<file path="src/rtl/nn_trainer.sv">
// nn_trainer: delta-rule trainer for a two-input, single-neuron network.
// It walks the 4-row truth table per epoch and trains w0/w1/bias until
// every row is within TOL, or until MAX_EPOCHS epochs have run.
//
// Ports:
//   i_clk, i_rst (sync, active-high), i_start, i_target[3:0] (bit = {x1,x0}),
//   i_w0_init/i_w1_init/i_bias_init (signed 8b),
//   o_w0/o_w1/o_bias (signed 8b), o_busy, o_done (pulse), o_converged, o_epoch[7:0].
//
// Optional feature: NN_TRAINER_SIGMOID_DERIV_EN scales the error by the
// sigmoid slope y*(255-y)/64 instead of a plain shift.
module nn_trainer #(
    parameter int LR_SHIFT   = 2,
    parameter int TOL        = 16,
    parameter int MAX_EPOCHS = 64
) (
    input  logic              i_clk,
    input  logic              i_rst,
    input  logic              i_start,
    input  logic [3:0]        i_target,
    input  logic signed [7:0] i_w0_init,
    input  logic signed [7:0] i_w1_init,
    input  logic signed [7:0] i_bias_init,
    output logic signed [7:0] o_w0,
    output logic signed [7:0] o_w1,
    output logic signed [7:0] o_bias,
    output logic              o_busy,
    output logic              o_done,
    output logic              o_converged,
    output logic [7:0]        o_epoch
);

    typedef enum logic [2:0] {
        S_IDLE, S_FWD, S_ACT, S_UPD, S_CHK, S_FIN
    } state_t;

    state_t             r_state;
    logic [1:0]         r_row;
    logic [3:0]         r_target;
    logic               r_all_ok;
    logic signed [15:0] r_z;
    logic signed [9:0]  r_e;

    logic signed [15:0] w_z;
    logic signed [20:0] w_pre;
    logic [7:0]         w_y;
    logic signed [9:0]  w_t;
    logic signed [9:0]  w_e;
    logic [9:0]         w_abs_e;
    logic signed [10:0] w_delta;

    // Forward sum: inputs are 0/1, so multiplies reduce to selects.
    assign w_z = (r_row[0] ? 16'(o_w0) : 16'sd0)
               + (r_row[1] ? 16'(o_w1) : 16'sd0)
               + 16'(o_bias);

    // Piecewise-linear sigmoid: 128 + 16*z, clamped to Q0.8.
    assign w_pre = 21'sd128 + (21'(r_z) <<< 4);

    always_comb begin
        w_y = 8'd0;
        if (w_pre < 21'sd0)
            w_y = 8'd0;
        else if (w_pre > 21'sd255)
            w_y = 8'd255;
        else
            w_y = 8'(w_pre);
    end

    assign w_t     = r_target[r_row] ? 10'sd255 : 10'sd0;
    assign w_e     = w_t - $signed({2'b00, w_y});
    assign w_abs_e = w_e[9] ? 10'(-w_e) : 10'(w_e);

`ifdef NN_TRAINER_SIGMOID_DERIV_EN
    logic [7:0]         r_d;
    logic [13:0]        w_prod;
    logic [7:0]         w_d;
    logic signed [18:0] w_ed;

    // y*(255-y) peaks at 16256, so 14 bits hold it exactly.
    assign w_prod  = {6'd0, w_y} * {6'd0, 8'd255 - w_y};
    assign w_d     = 8'(w_prod >> 6);
    assign w_ed    = 19'(r_e) * $signed({11'd0, r_d});
    assign w_delta = 11'(w_ed >>> (LR_SHIFT + 8));
`else
    logic signed [10:0] w_ext;

    assign w_ext   = 11'(r_e);
    assign w_delta = w_ext >>> LR_SHIFT;
`endif

    function automatic logic signed [7:0] sat_add(
        input logic signed [7:0]  a,
        input logic signed [10:0] d
    );
        logic signed [11:0] s;
        s = 12'(a) + 12'(d);
        if (s > 12'sd127)
            return 8'sd127;
        else if (s < -12'sd128)
            return -8'sd128;
        else
            return 8'(s);
    endfunction

    always_ff @(posedge i_clk) begin
        if (i_rst) begin
            r_state     <= S_IDLE;
            r_row       <= 2'd0;
            r_target    <= 4'd0;
            r_all_ok    <= 1'b0;
            r_z         <= 16'sd0;
            r_e         <= 10'sd0;
            o_w0        <= 8'sd0;
            o_w1        <= 8'sd0;
            o_bias      <= 8'sd0;
            o_busy      <= 1'b0;
            o_done      <= 1'b0;
            o_converged <= 1'b0;
            o_epoch     <= 8'd0;
`ifdef NN_TRAINER_SIGMOID_DERIV_EN
            r_d         <= 8'd0;
`endif
        end else begin
            o_done <= 1'b0;
            unique case (r_state)
                S_IDLE: begin
                    if (i_start) begin
                        o_w0        <= i_w0_init;
                        o_w1        <= i_w1_init;
                        o_bias      <= i_bias_init;
                        r_target    <= i_target;
                        r_row       <= 2'd0;
                        o_epoch     <= 8'd0;
                        o_converged <= 1'b0;
                        r_all_ok    <= 1'b1;
                        o_busy      <= 1'b1;
                        r_state     <= S_FWD;
                    end
                end
                S_FWD: begin
                    r_z     <= w_z;
                    r_state <= S_ACT;
                end
                S_ACT: begin
                    r_e <= w_e;
`ifdef NN_TRAINER_SIGMOID_DERIV_EN
                    r_d <= w_d;
`endif
                    if (w_abs_e > 10'(TOL))
                        r_all_ok <= 1'b0;
                    r_state <= S_UPD;
                end
                S_UPD: begin
                    o_bias <= sat_add(o_bias, w_delta);
                    if (r_row[0])
                        o_w0 <= sat_add(o_w0, w_delta);
                    if (r_row[1])
                        o_w1 <= sat_add(o_w1, w_delta);
                    r_row   <= r_row + 2'd1;
                    r_state <= (r_row == 2'd3) ? S_CHK : S_FWD;
                end
                S_CHK: begin
                    o_epoch <= o_epoch + 8'd1;
                    if (r_all_ok || (o_epoch + 8'd1 == 8'(MAX_EPOCHS))) begin
                        o_busy  <= 1'b0;
                        r_state <= S_FIN;
                    end else begin
                        r_all_ok <= 1'b1;
                        r_row    <= 2'd0;
                        r_state  <= S_FWD;
                    end
                end
                S_FIN: begin
                    o_done      <= 1'b1;
                    o_converged <= r_all_ok;
                    r_state     <= S_IDLE;
                end
                default: r_state <= S_IDLE;
            endcase
        end
    end

endmodule
</file>
<file path="config.mk">
export PLATFORM = sky130hd
export DESIGN_NAME = nn_trainer
export DESIGN_NICKNAME = d
export VERILOG_FILES = /design/src/rtl/nn_trainer.sv
export SDC_FILE = /design/constraint.sdc
export NUM_CORES = 1
export LEC_CHECK = 0
export CORE_MARGIN = 1.5
export CORE_UTILIZATION = 55
export DETAILED_ROUTE_END_ITERATION = 6
export PLACE_DENSITY_LB_ADDON = 0.08
export SYNTH_ARGS = -nofsm -noshare
export SYNTH_HDL_FRONTEND = slang
export SYNTH_SLANG_ARGS = --single-unit
export TNS_END_PERCENT = 1
</file>
<file path="constraint.sdc">
create_clock -name i_clk -period 4.1 [get_ports i_clk]
set_input_delay 1.23 -clock i_clk [delete_from_list [all_inputs] [get_ports i_clk]]
set_output_delay 1.23 -clock i_clk [all_outputs]
set_load 0.02 [all_outputs]
</file>
==> impl_metrics.ini <==
[outcome]
outcome = completed

[pwr]
power_frac_comb = 0.424
sw_frac_of_total = 0.3976
p_switching_mw = 1.005
powerDensity_nw_per_um2 = 398.9
intPower_mw = 1.522
ir_drop_mv = 0.1873
seq_power_share = 0.321
cellLeakagePower_nw = 2.650
clock_power_share = 0.255

[place]
hpwl_mm = 10.99
place_area_um2 = 6098
place_congestion = 0.9493
portBuffers = 65

[worst_setup_path]
cp.arrival_ns = 4.03
path_buf_inv = 1
r2r-end = r_all_ok
cpPeakStageDelay_ns = 0.39
critical_path.top_delay_family = compound AO/OA/AOI/OAI gates
cp.required_ns = 4.36
r2r-start = r_z[3]
worstPathMaxFanout = 6
path_class = flip-flop to flip-flop
rrSetupSlack_ns = 0.34
start_kind = flip-flop
r2r_cells = 16
crit_chain = ha_1 > nor3_1 > a21o_1 > a31oi_1 > a2111oi_0 > nand3_1 > ha_1 > inv_1 > o21ai_0 > ha_1 > a21oi_2 > o21ai_0 > xnor2_1 > a221oi_1 > or3_1 > a211oi_1
cp.depth = 16
worst_path_max_delay_cell = a2111oi_0
crit_start = r_z[3]
crit_top_cell = ha_1
cp-end-kind = flip-flop
cp-endpoint = r_all_ok

[synthesis]
synth.top_cell.area_share = 0.2496
netlist_instances = 687
syn_area_um2 = 5374
synth_edf_count = 0
synth.distinct_cells = 62
ys_seq_area_frac = 0.2496
synth_area_leaders = dfxtp_1 (25%), ha_1 (10%), a21oi_1 (5.6%)
async_reset_ff_frac = 0
dominantRegCellSynth = dfxtp_1
syn_nets = 774
yosys_warnings = 0
synthTopCellsByCount = nor2_1 (72), nand2_1 (68), dfxtp_1 (67), a21oi_1 (60), ha_1 (44)
ys_ff_latch = 67
synth.largest_area_cell = dfxtp_1
synth_area_per_cell_um2 = 7.822
synth.most_common_cell = nor2_1

[sta]
setup_violations = 0
setup_tns_ns = 0
fmax_mhz = 265.7
timing.final.crit_share = 0.9179
skew_ns = 0.01254
finalCriticalPeriod_ns = 3.764
max-slew-margin-rel = 0.3595
rsz0062_at_grt = false
final-max-slew-violation-count = 0
tightest_slew_ns = 0.9535
hold_viol_final = 0

[hold_path]
min-delay-start = r_target[2]
hold_class = flip-flop to flip-flop

[final_layout]
n_fill_cell = 817
multi_input_area_um2 = 3826
layout-drive-gt1-share = 0.06174
antenna_cells = 0
seqCellArea_um2 = 1341
stdcell_area_um2 = 6336
nets = 827
area_growth_pct = 17.90

[cts]
cts.clk_slew.worst_paths_ns = 0.09
h-tree-depth = 3
cts.sinks = 67
cts_buffers = 9
clock_latency_ns = 0.36
cts_resized = 0
cts_root_buf = clkbuf_8
post_cts_buffers = 0
cts_buffer_depth = 2
cts_hold_buf = 0
cts_tree = done

[floorplan]
die_h_um = 101.8
rows = 35
initial_core_util = 0.5734
ios = 66
fp.coreArea_um2 = 9371
dieWidth_um = 101.8
dieArea_um2 = 10370

[global_routing]
grt_pass1_vias = 4862
grt_overflow = 0
grt_pass1_wl_mm = 23.76
antenna_found_initial = 0
grt_max_degree = 45
grt_use_total = 0.2898

[detailed_routing]
dr.pass1.iters = 5
wl_per_cell_um = 16.63
vias = 5271
drt_wl_total_mm = 14.53
vias_per_cell = 6.031
post-route-drc-count = 0
ant_nets = 0
first_iter_violations = 319

[flow_run]
drv_cap = 0
-- state kept, by name, summed over array words and instances (netlist names) --
signal	flops
r_z	16
o_busy	1
r_e	6
o_epoch	8
o_w1	8
o_converged	1
o_done	1
r_row	2
r_target	4
r_all_ok	1
r_state	3
o_bias	8
o_w0	8
-- through the flow --
stage                       util  std cells  setup WS [ns]  total power [mW]  hold slack, ns
after floorplan                -        687         0.7001             1.581          0.4331
after detailed placement  0.6507        858         0.3011             1.867          0.4469
after global routing      0.6761        874        0.03863             2.687          0.4808
after CTS                 0.6745        874         0.2821             2.509          0.4592
after global placement    0.6507        858         0.4490             1.843          0.4426
final                     0.6761        874         0.3365             2.527          0.4610
-- power groups by stage --
| stage | sequential [mW] | combinational [mW] | clock [mW] |
|---|---|---|---|
| final | 0.812 | 1.07 | 0.644 |
| after global routing | 0.821 | 1.19 | 0.676 |
| after CTS | 0.811 | 1.05 | 0.647 |
| after detailed placement | 0.825 | 1.04 | 0 |
| after global placement | 0.823 | 1.02 | 0 |
| after floorplan | 0.820 | 0.761 | 0 |
-- kinds of logic (layout without fill, tap and decap cells) --
logic type | after synthesis | after routing | share of synthesized area
adder cells (fa/ha/maj) | 64 | 64 | 0.1632
AO/OA/AOI/OAI | 208 | 208 | 0.2575
buffers and inverters | 54 | 112 | 0.04121
multiplexers | 6 | 6 | 0.01350
XOR/XNOR | 21 | 21 | 0.03423
AND/OR/NAND/NOR | 267 | 267 | 0.2407
flip-flops | 67 | 67 | 0.2496
-- cell type report --
type / count / share of cell area
clock inverters: 7 / 0.01560
repair buffers: 71 / 0.1090
well taps: 129 / 0.02547
multi-input cells: 566 / 0.6039
inverters: 25 / 0.01481
clock buffers: 9 / 0.01955
flip-flops and latches: 67 / 0.2117
-- per-layer routing --
layer,wire (µm),track usage
met1,6752,0.3864
met2,6852,0.4821
met3,586,0.04172
met4,343,0.1022
met5,0,0
-- how the worst min path moves through the flow --
stage                              to  depth (start not counted)
final                     r_target[2]                          2
after global routing      r_target[2]                          2
after CTS                 r_target[0]                          2
after detailed placement  r_target[0]                          2
after global placement    r_target[3]                          2
after floorplan           r_target[2]                          2
-- layout by cell type, fill, tap and decap left out, drive strengths merged, types with 17 or more instances in the layout --
cell type      instances
ha                    44
a21oi                 60
inv                   27
nand2                 68
nor3                  19
a211oi                17
nor2                  72
clkdlybuf4s50         64
o21ai                 31
a31oi                 20
dfxtp                 67
and2                  17
nand3                 26
-- worst reg2reg max path: stages, from the launching register on --
cell and delay (ns):
dfxtp_1 0.34, ha_1 0.27, nor3_1 0.17, a21o_1 0.11
a31oi_1 0.08, a2111oi_0 0.39, nand3_1 0.13, ha_1 0.30
inv_1 0.08, o21ai_0 0.08, ha_1 0.38, a21oi_2 0.22
o21ai_0 0.18, xnor2_1 0.30, a221oi_1 0.11, or3_1 0.36
a211oi_1 0.19
Note: power is estimated with default switching activity, not from simulation.
